<file path="config.mk">
export PLATFORM = sky130hd
export DESIGN_NAME = imem_loader
export DESIGN_NICKNAME = d
export VERILOG_FILES = /design/src/rtl/mips_pkg.sv /design/src/rtl/imem_loader.sv
export SDC_FILE = /design/constraint.sdc
export NUM_CORES = 1
export LEC_CHECK = 0
export BUFFER_PORTS_ARGS = -buffer_cell sky130_fd_sc_hd__buf_2
export CORE_ASPECT_RATIO = 0.9
export CORE_MARGIN = 8
export CORE_UTILIZATION = 46
export CTS_BUF_LIST = sky130_fd_sc_hd__clkbuf_2 sky130_fd_sc_hd__clkbuf_4 sky130_fd_sc_hd__clkbuf_8
export DETAILED_ROUTE_END_ITERATION = 8
export PLACE_DENSITY_LB_ADDON = 0.08
export SYNTH_ARGS = -nofsm -noshare
export SYNTH_HDL_FRONTEND = slang
export SYNTH_SLANG_ARGS = --single-unit
</file>
<file path="constraint.sdc">
create_clock -name CLK -period 5.3 [get_ports CLK]
set_input_delay 0.53 -clock CLK [delete_from_list [all_inputs] [get_ports CLK]]
set_output_delay 0.53 -clock CLK [all_outputs]
set_load 0.1 [all_outputs]
</file>
<file path="src/rtl/mips_pkg.sv">
// Shared types and constants for the instruction-memory boot loader.
package mips_pkg;

  typedef enum logic [2:0] {
    StIdle,
    StHdrHi,
    StHdrLo,
    StData,
    StChk,
    StDone,
    StErr
  } ld_state_e;

  localparam int unsigned HDR_BYTES      = 2;
  localparam int unsigned BYTES_PER_WORD = 4;
  localparam int unsigned BYTE_CNT_W     = 2;
  localparam int unsigned HDR_N_W        = 8 * HDR_BYTES;

endpackage

</file>
<file path="src/rtl/imem_loader.sv">
// Streams a length-prefixed byte image into instruction memory while holding the core in reset.
// Optional trailing XOR checksum byte is enabled by defining IMEM_LOADER_CHECKSUM_EN.
module imem_loader
  import mips_pkg::*;
#(
  parameter int unsigned ADDR_WIDTH  = 8,
  parameter int unsigned INSTR_WIDTH = 32
) (
  input  logic                   CLK,
  input  logic                   RST,
  input  logic                   Start,
  input  logic [7:0]             Byte_In,
  input  logic                   Byte_Valid,
  output logic                   Byte_Ready,
  output logic                   IMEM_WE,
  output logic [ADDR_WIDTH-1:0]  IMEM_Addr,
  output logic [INSTR_WIDTH-1:0] IMEM_WData,
  output logic                   CPU_Hold,
  output logic                   Load_Done,
  output logic                   Load_Err
);

  localparam int unsigned IDX_W = ADDR_WIDTH + 1;
  localparam logic [HDR_N_W:0] MAX_WORDS = (HDR_N_W+1)'(2 ** ADDR_WIDTH);
  localparam logic [BYTE_CNT_W-1:0] LAST_BYTE = BYTE_CNT_W'(BYTES_PER_WORD - 1);

  ld_state_e state_q, state_d;
  logic [HDR_N_W-1:0]     n_q, n_d;
  logic [23:0]            sr_q, sr_d;
  logic [BYTE_CNT_W-1:0]  byte_cnt_q, byte_cnt_d;
  logic [IDX_W-1:0]       idx_q, idx_d;
  logic                   we_q, we_d;
  logic [ADDR_WIDTH-1:0]  addr_q, addr_d;
  logic [INSTR_WIDTH-1:0] wdata_q, wdata_d;
  logic                   done_q, done_d;
  logic                   err_q, err_d;
`ifdef IMEM_LOADER_CHECKSUM_EN
  logic [7:0]             xor_q, xor_d;
`endif

  logic                   accept;
  logic [HDR_N_W-1:0]     n_full;
  logic                   last_word;

  assign Byte_Ready = (state_q == StHdrHi) || (state_q == StHdrLo) ||
                      (state_q == StData)  || (state_q == StChk);
  assign accept     = Byte_Valid & Byte_Ready;
  assign n_full     = {n_q[HDR_N_W-1:8], Byte_In};
  // Index is one bit wider than the address so N = 2^ADDR_WIDTH ends without wrapping.
  assign last_word  = ({{(32-IDX_W){1'b0}}, idx_q} + 32'd1) == {{(32-HDR_N_W){1'b0}}, n_q};

  always_comb begin
    state_d    = state_q;
    n_d        = n_q;
    sr_d       = sr_q;
    byte_cnt_d = byte_cnt_q;
    idx_d      = idx_q;
    we_d       = 1'b0;
    addr_d     = addr_q;
    wdata_d    = wdata_q;
    done_d     = done_q;
    err_d      = err_q;
`ifdef IMEM_LOADER_CHECKSUM_EN
    xor_d      = xor_q;
`endif
    unique case (state_q)
      StIdle, StDone, StErr: begin
        if (Start) begin
          state_d    = StHdrHi;
          done_d     = 1'b0;
          err_d      = 1'b0;
          idx_d      = '0;
          byte_cnt_d = '0;
`ifdef IMEM_LOADER_CHECKSUM_EN
          xor_d      = '0;
`endif
        end
      end
      StHdrHi: begin
        if (accept) begin
          n_d[HDR_N_W-1:8] = Byte_In;
          state_d          = StHdrLo;
        end
      end
      StHdrLo: begin
        if (accept) begin
          n_d = n_full;
          if ({1'b0, n_full} > MAX_WORDS) begin
            state_d = StErr;
            err_d   = 1'b1;
          end else if (n_full == '0) begin
`ifdef IMEM_LOADER_CHECKSUM_EN
            state_d = StChk;
`else
            state_d = StDone;
            done_d  = 1'b1;
`endif
          end else begin
            state_d = StData;
          end
        end
      end
      StData: begin
        if (accept) begin
`ifdef IMEM_LOADER_CHECKSUM_EN
          xor_d = xor_q ^ Byte_In;
`endif
          byte_cnt_d = byte_cnt_q + 1'b1;
          sr_d       = {sr_q[15:0], Byte_In};
          if (byte_cnt_q == LAST_BYTE) begin
            we_d    = 1'b1;
            wdata_d = INSTR_WIDTH'({sr_q, Byte_In});
            addr_d  = idx_q[ADDR_WIDTH-1:0];
            idx_d   = idx_q + 1'b1;
            if (last_word) begin
`ifdef IMEM_LOADER_CHECKSUM_EN
              state_d = StChk;
`else
              state_d = StDone;
              done_d  = 1'b1;
`endif
            end
          end
        end
      end
      StChk: begin
`ifdef IMEM_LOADER_CHECKSUM_EN
        if (accept) begin
          if (Byte_In == xor_q) begin
            state_d = StDone;
            done_d  = 1'b1;
          end else begin
            state_d = StErr;
            err_d   = 1'b1;
          end
        end
`else
        state_d = StErr;
        err_d   = 1'b1;
`endif
      end
      default: state_d = StIdle;
    endcase
  end

  always_ff @(posedge CLK or posedge RST) begin
    if (RST) begin
      state_q    <= StIdle;
      n_q        <= '0;
      sr_q       <= '0;
      byte_cnt_q <= '0;
      idx_q      <= '0;
      we_q       <= 1'b0;
      addr_q     <= '0;
      wdata_q    <= '0;
      done_q     <= 1'b0;
      err_q      <= 1'b0;
`ifdef IMEM_LOADER_CHECKSUM_EN
      xor_q      <= '0;
`endif
    end else begin
      state_q    <= state_d;
      n_q        <= n_d;
      sr_q       <= sr_d;
      byte_cnt_q <= byte_cnt_d;
      idx_q      <= idx_d;
      we_q       <= we_d;
      addr_q     <= addr_d;
      wdata_q    <= wdata_d;
      done_q     <= done_d;
      err_q      <= err_d;
`ifdef IMEM_LOADER_CHECKSUM_EN
      xor_q      <= xor_d;
`endif
    end
  end

  assign IMEM_WE    = we_q;
  assign IMEM_Addr  = addr_q;
  assign IMEM_WData = wdata_q;
  assign CPU_Hold   = (state_q != StDone);
  assign Load_Done  = done_q;
  assign Load_Err   = err_q;

endmodule
</file>
==> metrics <==
MaxCap Viol Count 0; WL/cell 14.73 µm; cell area power density 501.0 nW/µm²; Setup TNS 0 ns; htree depth 3; die area 12,350 µm²; reg2reg setup slack 2.56 ns; Antenna Nets Post-Route 0; CP max stage cell dfrtp_1; Pre-Repair DR Iteration Count 5; CP dominant cell by count buf_4; largest net degree at the start of global routing 58; RSZ-0062 raised after global routing no; Reg2Reg Depth 7; Final Hold Fails 0; initial DRC count 130; ys async rst share 100.0%; critical path, cell by cell nor2b_1 > and3_1 > buf_4 > nand2_1 > inv_1 > buf_4 > mux2_2; CTS Sinks 97; Worst-path clk slew 0.10 ns; post-synthesis sequential area ratio 58.31%; Boundary Pins 57; count leader, synth nand2_1; critical path type reg -> reg; CTS Buf Count 9; vias in the first global route 3,043; f_max 365.6 MHz; share of cells above drive strength 1 24.26%; worst slew pin tran 0.9221 ns; internal power 1.378 mW; Worst EP required 5.55 ns; Clock Skew 0.01057 ns; CTS tree done; Rows 33; Synth Register Bits 97; period utilization 51.61%; Psw 999.9 µW; Primary FF master, synth dfrtp_1; Final Wtd Congestion 0.7957; CTS Root Cell clkbuf_8; Setup Fix Bufs, Post-CTS 0; Synth Area per Inst 10.03 µm²; Final nets 483; Pins Over Slew Limit 0; Pleak 2.520 nW; Worst Hold Class in -> async; die height 106.2 µm; crit path time final 2.735 ns; DP Area 4562 µm²; later-pin clock latency in the skew report 0.36 ns; crit path DAT 2.98 ns; outcome finished, final reports clean; cells after synthesis 415; synth unique cells 39; RR Startpoint state_q[1]$_DFFE_PP0P_; input/output buffers 56; yosys warns 0; initial antenna violation count 0; Yosys top cell by area dfrtp_1; Synth-to-Final Area Change 14.01%; maximum fanout along the worst path 28; Initial Util 46.46%; Antenna Cells 0; Clock Power Share 18.7%; Hold-fix buffers, CTS 0; sw frac 42.05%; worst path bufs/invs 3; Synth area leaders dfrtp_1 58%, nand2_1 15%, mux2_2 8.7%, xnor2_1 2.5%, o21ai_0 1.9%; Comb pwr share 35.6%; Overall Global Routing Usage 15.34%; Slew headroom 38.30%; drc violations 0; CTS max path bufs 2; Post-synth top cells 169 x nand2_1, 97 x dfrtp_1, 32 x mux2_2; core area 8960 µm²; global-route wire length before repair 14.95 mm; cell family with most CP delay buffers and inverters; Startpoint Class flip-flop; Cell Area, Synth 4163 µm²; Worst VDD drop 428.7 µV; reg-to-reg endpoint IMEM_Addr[1]$_DFFE_PP0P_; crit end category flip-flop; Via density 5.072; Final Setup Violations 0; remaining global-route overflow 0; Post-synth EDFFs 0; sequential share of power 45.7%; CTS resizes 0; area share of the largest cell type after synthesis 58.31%; Total Wirelength 8.782 mm; width of the die 116.3 µm; Final Cell Area 4746 µm²; Via Count 3,023; CP peak stage delay 0.55 ns; Detailed Place HPWL 5.972 mm; syn nets 429
layout make-up:
| type | instances | area [µm²] |
|---|---|---|
| Clock buffer | 10 | 131.4 |
| Inverter | 4 | 17.52 |
| Timing Repair Buffer | 60 | 310.3 |
| Fill cell | 861 | 4214 |
| Tap cell | 122 | 152.6 |
| Multi-Input combinational cell | 297 | 1654 |
| Clock inverter | 6 | 52.55 |
| Sequential cell | 97 | 2427 |
through the flow:
step	setup slack [ns]	power, mW	hold WS [ns]	std cells	util [%]
3_5_place_dp	2.588	1.951	0.4579	580	50.91
3_3_place_gp	2.640	1.945	0.4544	580	50.91
5_1_grt	2.290	2.531	0.2169	596	52.97
2_1_floorplan	2.236	1.789	0.4386	415	-
6_report	2.565	2.378	0.1992	596	52.97
4_1_cts	2.578	2.405	0.2040	596	52.97
state kept, by name (all words and copies together) (netlist names):
signal and cells:
Load_Err 1, state_q 3, IMEM_Addr 8, byte_cnt_q 2
n_q 16, IMEM_WE 1, IMEM_WData 32, Load_Done 1
idx_q 9, sr_q 24
per-layer routing:
layer  vias to the layer above  part of all wire [%]  global-route usage [%]
met4                         0                   1.2                   3.978
met2                        68                    47                   23.84
li1                       1473                     -                       -
met1                      1475                    47                   20.58
met3                         7                   5.2                   4.419
met5                         -                     0                       0
power by group through the flow:
stage	Sequential, mW	Clock, mW	Combinational, mW
finish	1.09	0.445	0.846
detailed placement	1.10	0	0.849
CTS	1.09	0.465	0.853
global route	1.12	0.491	0.921
floorplan	1.28	0	0.513
global placement	1.10	0	0.847
cell families (layout without fill, tap and decap cells):
group	after synthesis	count (layout)	synth area share (%)
compound gates	38	38	6.192
buf+inv	21	80	1.954
simple gates	205	205	20.08
fa+ha+maj	2	2	0.6010
mux	32	32	8.657
flops	97	97	58.31
xor+xnor	20	20	4.208
worst max-delay path by stage:
stage,startpoint,to,cells after the start
2_1_floorplan,RST,IMEM_Addr[0]$_DFFE_PP0P_,1
3_3_place_gp,state_q[1]$_DFFE_PP0P_,IMEM_Addr[3]$_DFFE_PP0P_,7
3_5_place_dp,state_q[1]$_DFFE_PP0P_,IMEM_Addr[1]$_DFFE_PP0P_,7
4_1_cts,state_q[1]$_DFFE_PP0P_,IMEM_Addr[4]$_DFFE_PP0P_,7
5_1_grt,state_q[1]$_DFFE_PP0P_,IMEM_Addr[1]$_DFFE_PP0P_,7
6_report,state_q[1]$_DFFE_PP0P_,IMEM_Addr[1]$_DFFE_PP0P_,7
placed cells by master, fill, tap and decap left out, types with 2 or more instances in the layout:
cell type / netlist / layout
nand2_1: 169 / 169
dfrtp_1: 97 / 97
buf_2: 2 / 56
mux2_2: 32 / 32
o21ai_0: 16 / 16
xnor2_1: 12 / 12
nor2_1: 11 / 11
clkbuf_8: 0 / 9
xor2_1: 8 / 8
nand3_1: 6 / 6
nor4_1: 4 / 4
buf_4: 0 / 4
nor2b_1: 3 / 3
and3_1: 3 / 3
inv_1: 4 / 3
or4_4: 3 / 3
nor3_1: 3 / 3
a22oi_1: 2 / 2
a21oi_1: 2 / 2
o22ai_1: 2 / 2
o31ai_1: 2 / 2
ha_1: 2 / 2
clkinvlp_4: 0 / 2
clkinv_4: 0 / 2
(Power assumes the default switching activity.)
